`src/rtl/seg7_pkg.sv`:
```
// Shared constants, state encoding and hex-to-segment table for the seven-segment scan controller.
// Pure combinational helpers: no latency, no flow control.
package seg7_pkg;

    localparam logic [7:0] SEG_OFF = 8'h00;
    localparam logic [7:0] AN_OFF  = 8'hFF;

    typedef enum logic {ST_BLANK, ST_DRIVE} state_e;

    // Segment order {a,b,c,d,e,f,g}, active-high
    function automatic logic [6:0] seg7_enc(input logic [3:0] hex);
        logic [6:0] s;
        s = 7'b0000000;
        case (hex)
            4'h0: s = 7'b1111110;
            4'h1: s = 7'b0110000;
            4'h2: s = 7'b1101101;
            4'h3: s = 7'b1111001;
            4'h4: s = 7'b0110011;
            4'h5: s = 7'b1011011;
            4'h6: s = 7'b1011111;
            4'h7: s = 7'b1110000;
            4'h8: s = 7'b1111111;
            4'h9: s = 7'b1111011;
            4'hA: s = 7'b1110111;
            4'hB: s = 7'b0011111;
            4'hC: s = 7'b1001110;
            4'hD: s = 7'b0111101;
            4'hE: s = 7'b1001111;
            4'hF: s = 7'b1000111;
            default: s = 7'b0000000;
        endcase
        return s;
    endfunction

endpackage

```
`src/rtl/seg7_scan_ctrl_if.sv`:
```
// Display-update handshake: sender offers a full hex/dp word, controller raises ready when its buffer is empty.
// Transfer on upd_valid & upd_ready; sender holds the word while ready is low.
interface seg7_scan_ctrl_if #(
    parameter int NDIG = 4
);
    logic                 upd_valid;
    logic                 upd_ready;
    logic [4*NDIG-1:0]    upd_hex;
    logic [NDIG-1:0]      upd_dp;

    modport master (output upd_valid, output upd_hex, output upd_dp, input upd_ready);
    modport slave  (input upd_valid, input upd_hex, input upd_dp, output upd_ready);
endinterface

```
`src/rtl/seg7_slot_timer.sv`:
```
// Loadable down-counter; done is high combinationally while the count is zero, so a load of N-1 yields an N-cycle slot.
// No backpressure: load wins over counting.
module seg7_slot_timer #(
    parameter int             W       = 8,
    parameter logic [W-1:0]   RST_VAL = '0
) (
    input  logic         clk,
    input  logic         rst_n,
    input  logic         load,
    input  logic [W-1:0] load_val,
    output logic         done
);
    logic [W-1:0] cnt_q, cnt_d;

    always_comb begin
        cnt_d = cnt_q;
        if (load) begin
            cnt_d = load_val;
        end else if (cnt_q != '0) begin
            cnt_d = cnt_q - 1'b1;
        end
    end

    always_ff @(posedge clk or negedge rst_n) begin
        if (!rst_n) cnt_q <= RST_VAL;
        else        cnt_q <= cnt_d;
    end

    assign done = (cnt_q == '0);
endmodule

```
`src/rtl/seg7_scan_ctrl.sv`:
```
// Multiplexed seven-segment scanner: BLANK gap then DRIVE slot per digit; one-word pending buffer committed at frame end.
// Outputs registered (change with state); ready drops while a word is pending. SEG7_LZB_EN enables leading-zero blanking.
module seg7_scan_ctrl
    import seg7_pkg::*;
#(
    parameter int NDIG      = 4,
    parameter int CLK_DIV   = 50000,
    parameter int BLANK_CYC = 500
) (
    input  logic              clk,
    input  logic              reset,
    seg7_scan_ctrl_if.slave   upd,
    output logic [NDIG-1:0]   an,
    output logic [7:0]        seg,
    output logic              frame_tick
);
    localparam int TMAX = (CLK_DIV > BLANK_CYC) ? CLK_DIV : BLANK_CYC;
    localparam int TW   = (TMAX > 1) ? $clog2(TMAX) : 1;
    localparam int IW   = (NDIG > 1) ? $clog2(NDIG) : 1;

    localparam logic [TW-1:0] BLANK_LD = TW'(BLANK_CYC - 1);
    localparam logic [TW-1:0] DRIVE_LD = TW'(CLK_DIV - 1);
    localparam logic [IW-1:0] LAST_IDX = IW'(NDIG - 1);

    state_e                 state_q, state_d;
    logic [IW-1:0]          idx_q, idx_d;
    logic [NDIG-1:0][3:0]   act_hex_q, act_hex_d, pend_hex_q, pend_hex_d;
    logic [NDIG-1:0]        act_dp_q, act_dp_d, pend_dp_q, pend_dp_d;
    logic                   pend_full_q, pend_full_d;
    logic [NDIG-1:0]        an_q, an_d;
    logic [7:0]             seg_q, seg_d;
    logic                   tick_q, tick_d;
    logic                   tmr_done;
    logic [TW-1:0]          tmr_ld_val;
    logic [NDIG-1:0]        lz_blank;
    logic                   accept;

    seg7_slot_timer #(.W(TW), .RST_VAL(BLANK_LD)) u_tmr (
        .clk      (clk),
        .rst_n    (reset),
        .load     (tmr_done),
        .load_val (tmr_ld_val),
        .done     (tmr_done)
    );

`ifdef SEG7_LZB_EN
    // A digit is blank when it and every more-significant digit are zero and its own point is off
    always_comb begin
        logic [4*NDIG-1:0] hex_flat;
        hex_flat = act_hex_q;
        lz_blank = '0;
        for (int i = 1; i < NDIG; i++) begin
            lz_blank[i] = ((hex_flat >> (4 * i)) == '0) && !act_dp_q[i];
        end
    end
`else
    assign lz_blank = '0;
`endif

    assign accept        = upd.upd_valid && !pend_full_q;
    assign upd.upd_ready = !pend_full_q;
    assign an            = an_q;
    assign seg           = seg_q;
    assign frame_tick    = tick_q;

    always_comb begin
        state_d     = state_q;
        idx_d       = idx_q;
        act_hex_d   = act_hex_q;
        act_dp_d    = act_dp_q;
        pend_hex_d  = pend_hex_q;
        pend_dp_d   = pend_dp_q;
        pend_full_d = pend_full_q;
        tick_d      = 1'b0;
        tmr_ld_val  = BLANK_LD;
        an_d        = AN_OFF[NDIG-1:0];
        seg_d       = SEG_OFF;

        if (accept) begin
            pend_hex_d  = upd.upd_hex;
            pend_dp_d   = upd.upd_dp;
            pend_full_d = 1'b1;
        end

        if (tmr_done) begin
            if (state_q == ST_BLANK) begin
                state_d    = ST_DRIVE;
                tmr_ld_val = DRIVE_LD;
            end else begin
                state_d = ST_BLANK;
                idx_d   = (idx_q == LAST_IDX) ? '0 : idx_q + 1'b1;
                // Frame boundary: accept cannot fire here since it needs the buffer empty
                if (idx_q == LAST_IDX) begin
                    tick_d = 1'b1;
                    if (pend_full_q) begin
                        act_hex_d   = pend_hex_q;
                        act_dp_d    = pend_dp_q;
                        pend_full_d = 1'b0;
                    end
                end
            end
        end

        if (state_d == ST_DRIVE && !lz_blank[idx_d]) begin
            an_d[idx_d] = 1'b0;
            seg_d       = {seg7_enc(act_hex_q[idx_d]), act_dp_q[idx_d]};
        end
    end

    always_ff @(posedge clk or negedge reset) begin
        if (!reset) begin
            state_q     <= ST_BLANK;
            idx_q       <= '0;
            act_hex_q   <= '0;
            act_dp_q    <= '0;
            pend_hex_q  <= '0;
            pend_dp_q   <= '0;
            pend_full_q <= 1'b0;
            an_q        <= AN_OFF[NDIG-1:0];
            seg_q       <= SEG_OFF;
            tick_q      <= 1'b0;
        end else begin
            state_q     <= state_d;
            idx_q       <= idx_d;
            act_hex_q   <= act_hex_d;
            act_dp_q    <= act_dp_d;
            pend_hex_q  <= pend_hex_d;
            pend_dp_q   <= pend_dp_d;
            pend_full_q <= pend_full_d;
            an_q        <= an_d;
            seg_q       <= seg_d;
            tick_q      <= tick_d;
        end
    end
endmodule

```
`src/flat_wrapper.sv`:
```
// flat-port wrapper written by rule: the top's interface ports become plain ports
module seg7_scan_ctrl_flat import seg7_pkg::*;
#(
    parameter int NDIG      = 4,
    parameter int CLK_DIV   = 50000,
    parameter int BLANK_CYC = 500
)
  (clk, reset, an, seg, frame_tick, upd_upd_valid, upd_upd_hex, upd_upd_dp, upd_upd_ready);
  seg7_scan_ctrl_if #(.NDIG(NDIG)) upd_i ();
  input  logic clk;
  input  logic reset;
  output logic [NDIG-1:0] an;
  output logic [7:0] seg;
  output logic frame_tick;
  input wire logic [$bits(upd_i.upd_valid)-1:0] upd_upd_valid;
  input wire logic [$bits(upd_i.upd_hex)-1:0] upd_upd_hex;
  input wire logic [$bits(upd_i.upd_dp)-1:0] upd_upd_dp;
  output wire logic [$bits(upd_i.upd_ready)-1:0] upd_upd_ready;
  assign upd_i.upd_valid = upd_upd_valid;
  assign upd_i.upd_hex = upd_upd_hex;
  assign upd_i.upd_dp = upd_upd_dp;
  assign upd_upd_ready = upd_i.upd_ready;
  seg7_scan_ctrl #(.NDIG(NDIG), .CLK_DIV(CLK_DIV), .BLANK_CYC(BLANK_CYC)) u_core (.clk(clk), .reset(reset), .upd(upd_i), .an(an), .seg(seg), .frame_tick(frame_tick));
endmodule
```
`config.mk`:
```
export PLATFORM = sky130hd
export DESIGN_NAME = seg7_scan_ctrl_flat
export DESIGN_NICKNAME = d
export VERILOG_FILES = /design/src/rtl/seg7_pkg.sv /design/src/rtl/seg7_scan_ctrl_if.sv /design/src/rtl/seg7_slot_timer.sv /design/src/rtl/seg7_scan_ctrl.sv /design/src/flat_wrapper.sv
export SDC_FILE = /design/constraint.sdc
export NUM_CORES = 1
export LEC_CHECK = 0
export ABC_AREA = 1
export ABC_CLOCK_PERIOD_IN_PS = 4010
export CAP_MARGIN = 15
export CORE_AREA = 2 2 92 94
export CTS_CLUSTER_DIAMETER = 100
export DETAILED_ROUTE_END_ITERATION = 16
export DIE_AREA = 0 0 94 96
export PLACE_DENSITY_LB_ADDON = 0.12
export SETUP_SLACK_MARGIN = 0.1
export SYNTH_ARGS = -nofsm -noshare
export SYNTH_HDL_FRONTEND = slang
export SYNTH_HIERARCHICAL = 1
export SYNTH_SLANG_ARGS = --single-unit
export TNS_END_PERCENT = 50
```
`constraint.sdc`:
```
create_clock -name clk -period 4.01 [get_ports clk]
set_input_delay 0.401 -clock clk [delete_from_list [all_inputs] [get_ports clk]]
set_output_delay 0.401 -clock clk [all_outputs]
set_load 0.01 [all_outputs]
```
Yosys cells after proc, flatten, opt, wreduce, memory -nomap -nowiden
Memory sizes are Yosys's and may differ from the RTL's.
Cells that the tools add are included.

cells by class
  reduce and logical (&&, ||, !) cells = 9
  equal/unequal tests = 1
  shift operators = 0
  bitwise gates (word level) = 1
  $add $sub $neg = 2
  $mul = 0
  multiplexer cells = 26
  div/mod/pow operators = 0
  order comparisons = 2

operators by type and width
  operator                                                           number
  2-to-1 mux 16 bit                                                  3
  zero test 16 bit                                                   1
  nonzero test 16 bit                                                1
  subtractor 16 x 1 -> 16 bit, second input constant                 1
  2-to-1 mux 1 bit                                                   13
  binary-select mux 4 bit (select 2 bit)                             1
  2-to-1 mux 4 bit                                                   2
  2-to-1 mux 8 bit                                                   1
  2-to-1 mux 2 bit                                                   3
  binary-select mux 1 bit (select 2 bit)                             2
  inverter 4 bit                                                     1
  AND reduction 4 bit                                                1
  logical AND 1 bit                                                  3
  less-than comparator 2 x 3 -> 1 bit, second input constant         1
  adder 2 x 1 -> 2 bit, second input constant                        1
  demux 1 bit (select 2 bit)                                         1
  equality test 2 bit, second input constant                         1
  greater-or-equal comparator 2 x 1 -> 1 bit, second input constant  1
  zero test 1 bit                                                    2
  nonzero test 2 bit                                                 1

word-level totals
  ROM bits = 112
  output and inout bits = 14
  logic and storage cells = 59
  bits in writable memories = 0
  bits in latches = 0
  register bits = 73
  input bits = 23
  memories = 1

memories
  memory           words  bits a word  rd ports  clocked after memory_dff  wr ports  line            text
  (no name shown)  16     7            1         0                         0         seg7_pkg.sv:14  case (hex)

Longest topological paths before layout
  depth after elaboration = 10
  depth in mapped cells = 21
  gate-level depth less buffers = 21

By module
The synthesis kept the hierarchy.

by module, submodules not included
  module           area each (um^2)  instances  seq. area each (um^2)  cells each
  seg7_scan_ctrl   2722.6            1          1431.4                 257
  seg7_slot_timer  1193.6            1          409.1                  167

Least setup slack after synthesis
Ideal clock, no wire load.

  path type = register to register
  from = register u_core.u_tmr.cnt_q[0]
  to = register u_core.seg_q[4] (netlist: u_core/seg[4])
  path slack = 0.992 ns
  cell stages (with the launch flop) = 22
  buffers on the path = 0
  library setup time = 0.119 ns
  clock period less this slack = 3.018 ns
  data required time = 3.891 ns
  data arrival time = 2.899 ns
  cell sequence = dfstp_2 > inv_1 > ha_1 > nand2_4 > nor2_4 > nand3_1 > nor3_1 > nand2_4 > clkinv_4 > nand2_4 > nand2_8 > nand2_1 > nand2_1 > nand2_1 > nand2_1 > inv_1 > ha_1 > inv_1 > nand2_1 > nand3_2 > nand2_1 > nor2_1

between the ends
  word-level cells in the longest chain between the ends = 7
  elaborated cells on any way between the ends = 11
  classes of those cells = 7 x mux; 3 x reduce/logical; 1 x memory

ends and longest elaborated chain
  element                                                      line                   text
  from (decl)                                                  seg7_slot_timer.sv:13  logic [W-1:0] cnt_q, cnt_d;
  from (signal assigned)                                       seg7_slot_timer.sv:26  else cnt_q <= cnt_d;
  zero test 16 bit (*)                                         seg7_slot_timer.sv:29  assign done = (cnt_q == '0);
  via u_core.tmr_done                                          seg7_scan_ctrl.sv:33   logic tmr_done;
  2-to-1 mux 2 bit (*)                                         seg7_scan_ctrl.sv:85   if (tmr_done) begin
  via u_core.idx_d[0]                                          seg7_scan_ctrl.sv:26   logic [IW-1:0] idx_q, idx_d;
  branches (longest 4 deep; another with memory (16 x 7 bit))  -
  2-to-1 mux 8 bit (*)                                         seg7_scan_ctrl.sv:104  if (state_d == ST_DRIVE && !lz_blank[idx_d]) begin
  via u_core.seg_d[4]                                          seg7_scan_ctrl.sv:31   logic [7:0] seg_q, seg_d;
  to (signal assigned)                                         seg7_scan_ctrl.sv:131  seg_q <= seg_d;
  to (decl)                                                    seg7_scan_ctrl.sv:31

Mark *: on every way through the listed nets, which the timed path passes. The select of a mux whose other input is x is not followed.
A chain may end at the register's enable or synchronous reset.

Final worst setup path
Ends and elaborated chain as after synthesis.

==> summary.txt <==
Run
  – Max-cap violation count: 0

Clock network
  – Root Driver: clkbuf_8
  – CTS buffer count: 9
  – H-tree levels: 3
  – Clock transition at path regs: 0.09 ns
  – CTS sink count: 73
  – Postcts setup bufs: 0
  – Post-CTS Resized: 0
  – Worst skew pair latency: 0.34 ns
  – CTS Buffer Depth: 2
  – CTS tree: built
  – Hold-fix buffer count after cts: 0

Power
  – Combinational share of power: 0.027
  – Power per cell area: 291 nW/um2
  – Switch share: 0.222
  – Maximum vdd drop: 0.000250 V
  – P_leak: 2.27 nW
  – Clock share of power: 0.423
  – P_int: 1.04 mW
  – Net Switching: 0.297 mW
  – Seq pwr share: 0.550

Routing
  – DR WL/cell: 12.8 um
  – DRC: 0
  – Routed Antenna Nets: 0
  – Vias per cell: 4.88
  – WL final: 7470 um
  – Routed vias: 2846
  – Iteration-0 DRC Markers: 136
  – First-pass iteration count of the detailed router: 4

Finish
  – Post-layout utilization of the core: 0.572
  – Layout area overhead: 17.6%
  – ANT cells: 0
  – Commonest non-fill, non-tap cells in the layout: 116 x nand2_1, 62 x dfrtp_1, 42 x inv_1
  – Post-layout instance area: 4600 um2
  – Share of layout cells above drive strength 1: 0.230
  – Most common cell after layout, fill and taps aside: nand2_1
  – FILL cells: 723
  – Final nets: 506

Placed design
  – Place WS: 0.926 ns
  – Dpl cell area: 4410 um2
  – DP Wirelength: 5570 um
  – Routability cong.: 0.859
  – IO buf count: 36

STA
  – Clock Skew: 0.0147 ns
  – Actual slew at the worst max-slew pin: 0.907 ns
  – RSZ-0062 raised after global routing: false
  – Fin. max-slew vios: 0
  – Final setup fails: 0
  – Relative slew slack: 0.395
  – Hold Fails Final Rpt: 0
  – Final hold slack: 0.183 ns
  – Setup TNS: 0 ns
  – Min cycle time layout: 3.08 ns
  – PnR worst setup slack: 0.933 ns
  – Fmax achieved: 325 MHz
  – Fin crit share: 0.767

Logic synthesis
  – Distinct cell type count after synthesis: 35
  – Synth top area share: 0.396
  – Area contributors post-synth: dfrtp_1 40%, nand2_1 11%, mux2_2 9.2%, dfstp_2 7.4%, inv_1 4.0%
  – Ys async rst share: 1.00
  – Syn_area_per_cell: 9.24 um2
  – Synth Flop Type: dfrtp_1
  – Cells after synthesis: 424
  – Post-synth EDFFs: 0
  – Mapped cell area: 3920 um2
  – YS warnings: 6
  – Yosys top cell by area: dfrtp_1
  – Post-synthesis sequential area ratio: 0.470
  – Post-synthesis register bit count: 73

Worst setup path
  – Startpoint types: flop
  – Critical path class: flop to flop
  – Arrival time worst endpoint: 3.35 ns
  – Type of element capturing the critical path: flop
  – Worst EP required: 4.29 ns
  – Critical path fanouts, max: 25

GRT
  – Vias in the first global route: 2818
  – Antenna violations before repair: 0
  – Total grt overflow: 0
  – Total track usage: 0.187
  – Largest net degree at the start of global routing: 42
  – First-pass GRT wire length: 13200 um

Status
  – Status: finished, final reports clean

Floorplan
  – Ports: 37
  – Total core area: 8050 um2
  – Starting Density: 0.486
  – Chip width: 94 um
  – Full die area: 9020 um2
  – Die Y: 96 um
  – # rows: 33

Worst hold path
  – Hold Crit Class: input pin to asynchronous set/reset pin
[flip-flops by register name, indices dropped and copies added (netlist names)]
signal	count
u_core/state_q	1
u_core/an	4
u_core/pend_full_q	1
u_core/act_dp_q	4
u_core/u_tmr/cnt_q	16
u_core/idx_q	2
u_core/pend_hex_q	16
u_core/pend_dp_q	4
u_core/frame_tick	1
u_core/seg	8
u_core/act_hex_q	16
[through the flow]
| stage | cells | power (mW) |
|---|---|---|
| final | 583 | 1.34 |
| after global routing | 583 | 1.40 |
| after CTS | 583 | 1.36 |
| after detailed placement | 567 | 0.789 |
| after global placement | 567 | 0.788 |
| after floorplan | 430 | 0.751 |
[kinds of logic after synthesis]
family	synth area share
simple gates	0.288
flops	0.470
buf+inv	0.0572
compound gates	0.0482
mux	0.0920
fa+ha+maj	0.0319
xor+xnor	0.0112
other cells	0.00192
[Yosys cell counts (all sizes together) (3+ instances only)]
| cell | count |
|---|---|
| nand3 | 32 |
| nor2 | 43 |
| a21oi | 7 |
| buf | 6 |
| xor2 | 3 |
| dfrtp | 62 |
| nand2 | 135 |
| inv | 43 |
| o21bai | 3 |
| dfstp | 11 |
| mux2 | 32 |
| o21ai | 21 |
| nand3b | 3 |
| ha | 10 |
[power by group through the flow]
stage | logic (mW) | clock network (mW) | registers [mW]
after floorplan | 0.000972 | 0 | 0.750
after global placement | 0.0380 | 0 | 0.750
after detailed placement | 0.0384 | 0 | 0.750
after CTS | 0.0383 | 0.585 | 0.736
after global routing | 0.0421 | 0.625 | 0.736
final | 0.0363 | 0.566 | 0.736
[final cells by class]
cell class,count,area (um2),share of cell area
inverter,44,175,0.0380
clock inverter,7,68.8,0.0149
clock buffer,9,124,0.0269
sequential,73,1840,0.400
timing repair buffer,40,385,0.0837
tap,105,131,0.0285
multi-input combinational,305,1880,0.408
[final timing paths]
kind	from	endpoint	slack, ns	depth (start not counted)
max	u_core/u_tmr/cnt_q[0]	u_core/seg[4]	0.93	20
min	reset	u_core/u_tmr/cnt_q[12]	0.18	1
max reg2reg	u_core/u_tmr/cnt_q[0]	u_core/seg[4]	0.93	20
min reg2reg	u_core/pend_hex_q[9]	u_core/act_hex_q[9]	0.49	2
max in group asynchronous	reset	u_core/pend_hex_q[12]	3.04	2
min in group clk	u_core/pend_hex_q[9]	u_core/act_hex_q[9]	0.49	2
[layer usage]
layer,share of wire,routed length (um),up-vias,GRT usage
met5,0,0,-,0
met3,0.033,249,12,0.0454
met1,0.45,3380,1347,0.239
li1,-,-,1435,-
met4,0.021,155,0,0.0652
met2,0.49,3690,52,0.312
[worst max-delay path, cell delays in order (launching register included)]
cell and delay [ns]:
dfstp_2 0.55, inv_1 0.07, ha_1 0.28, nand2_4 0.14, nor2_4 0.05, nand3_1 0.10
nor3_2 0.05, buf_4 0.22, nand2_4 0.18, clkinv_4 0.09, nand2_4 0.11, nand2_8 0.09
nand3_1 0.09, nand2_1 0.06, nor2_1 0.29, ha_1 0.30, inv_1 0.05, nand2_1 0.08
nand3_2 0.08, nand2_1 0.04, nor2_1 0.09
(Power assumes the default switching activity.)
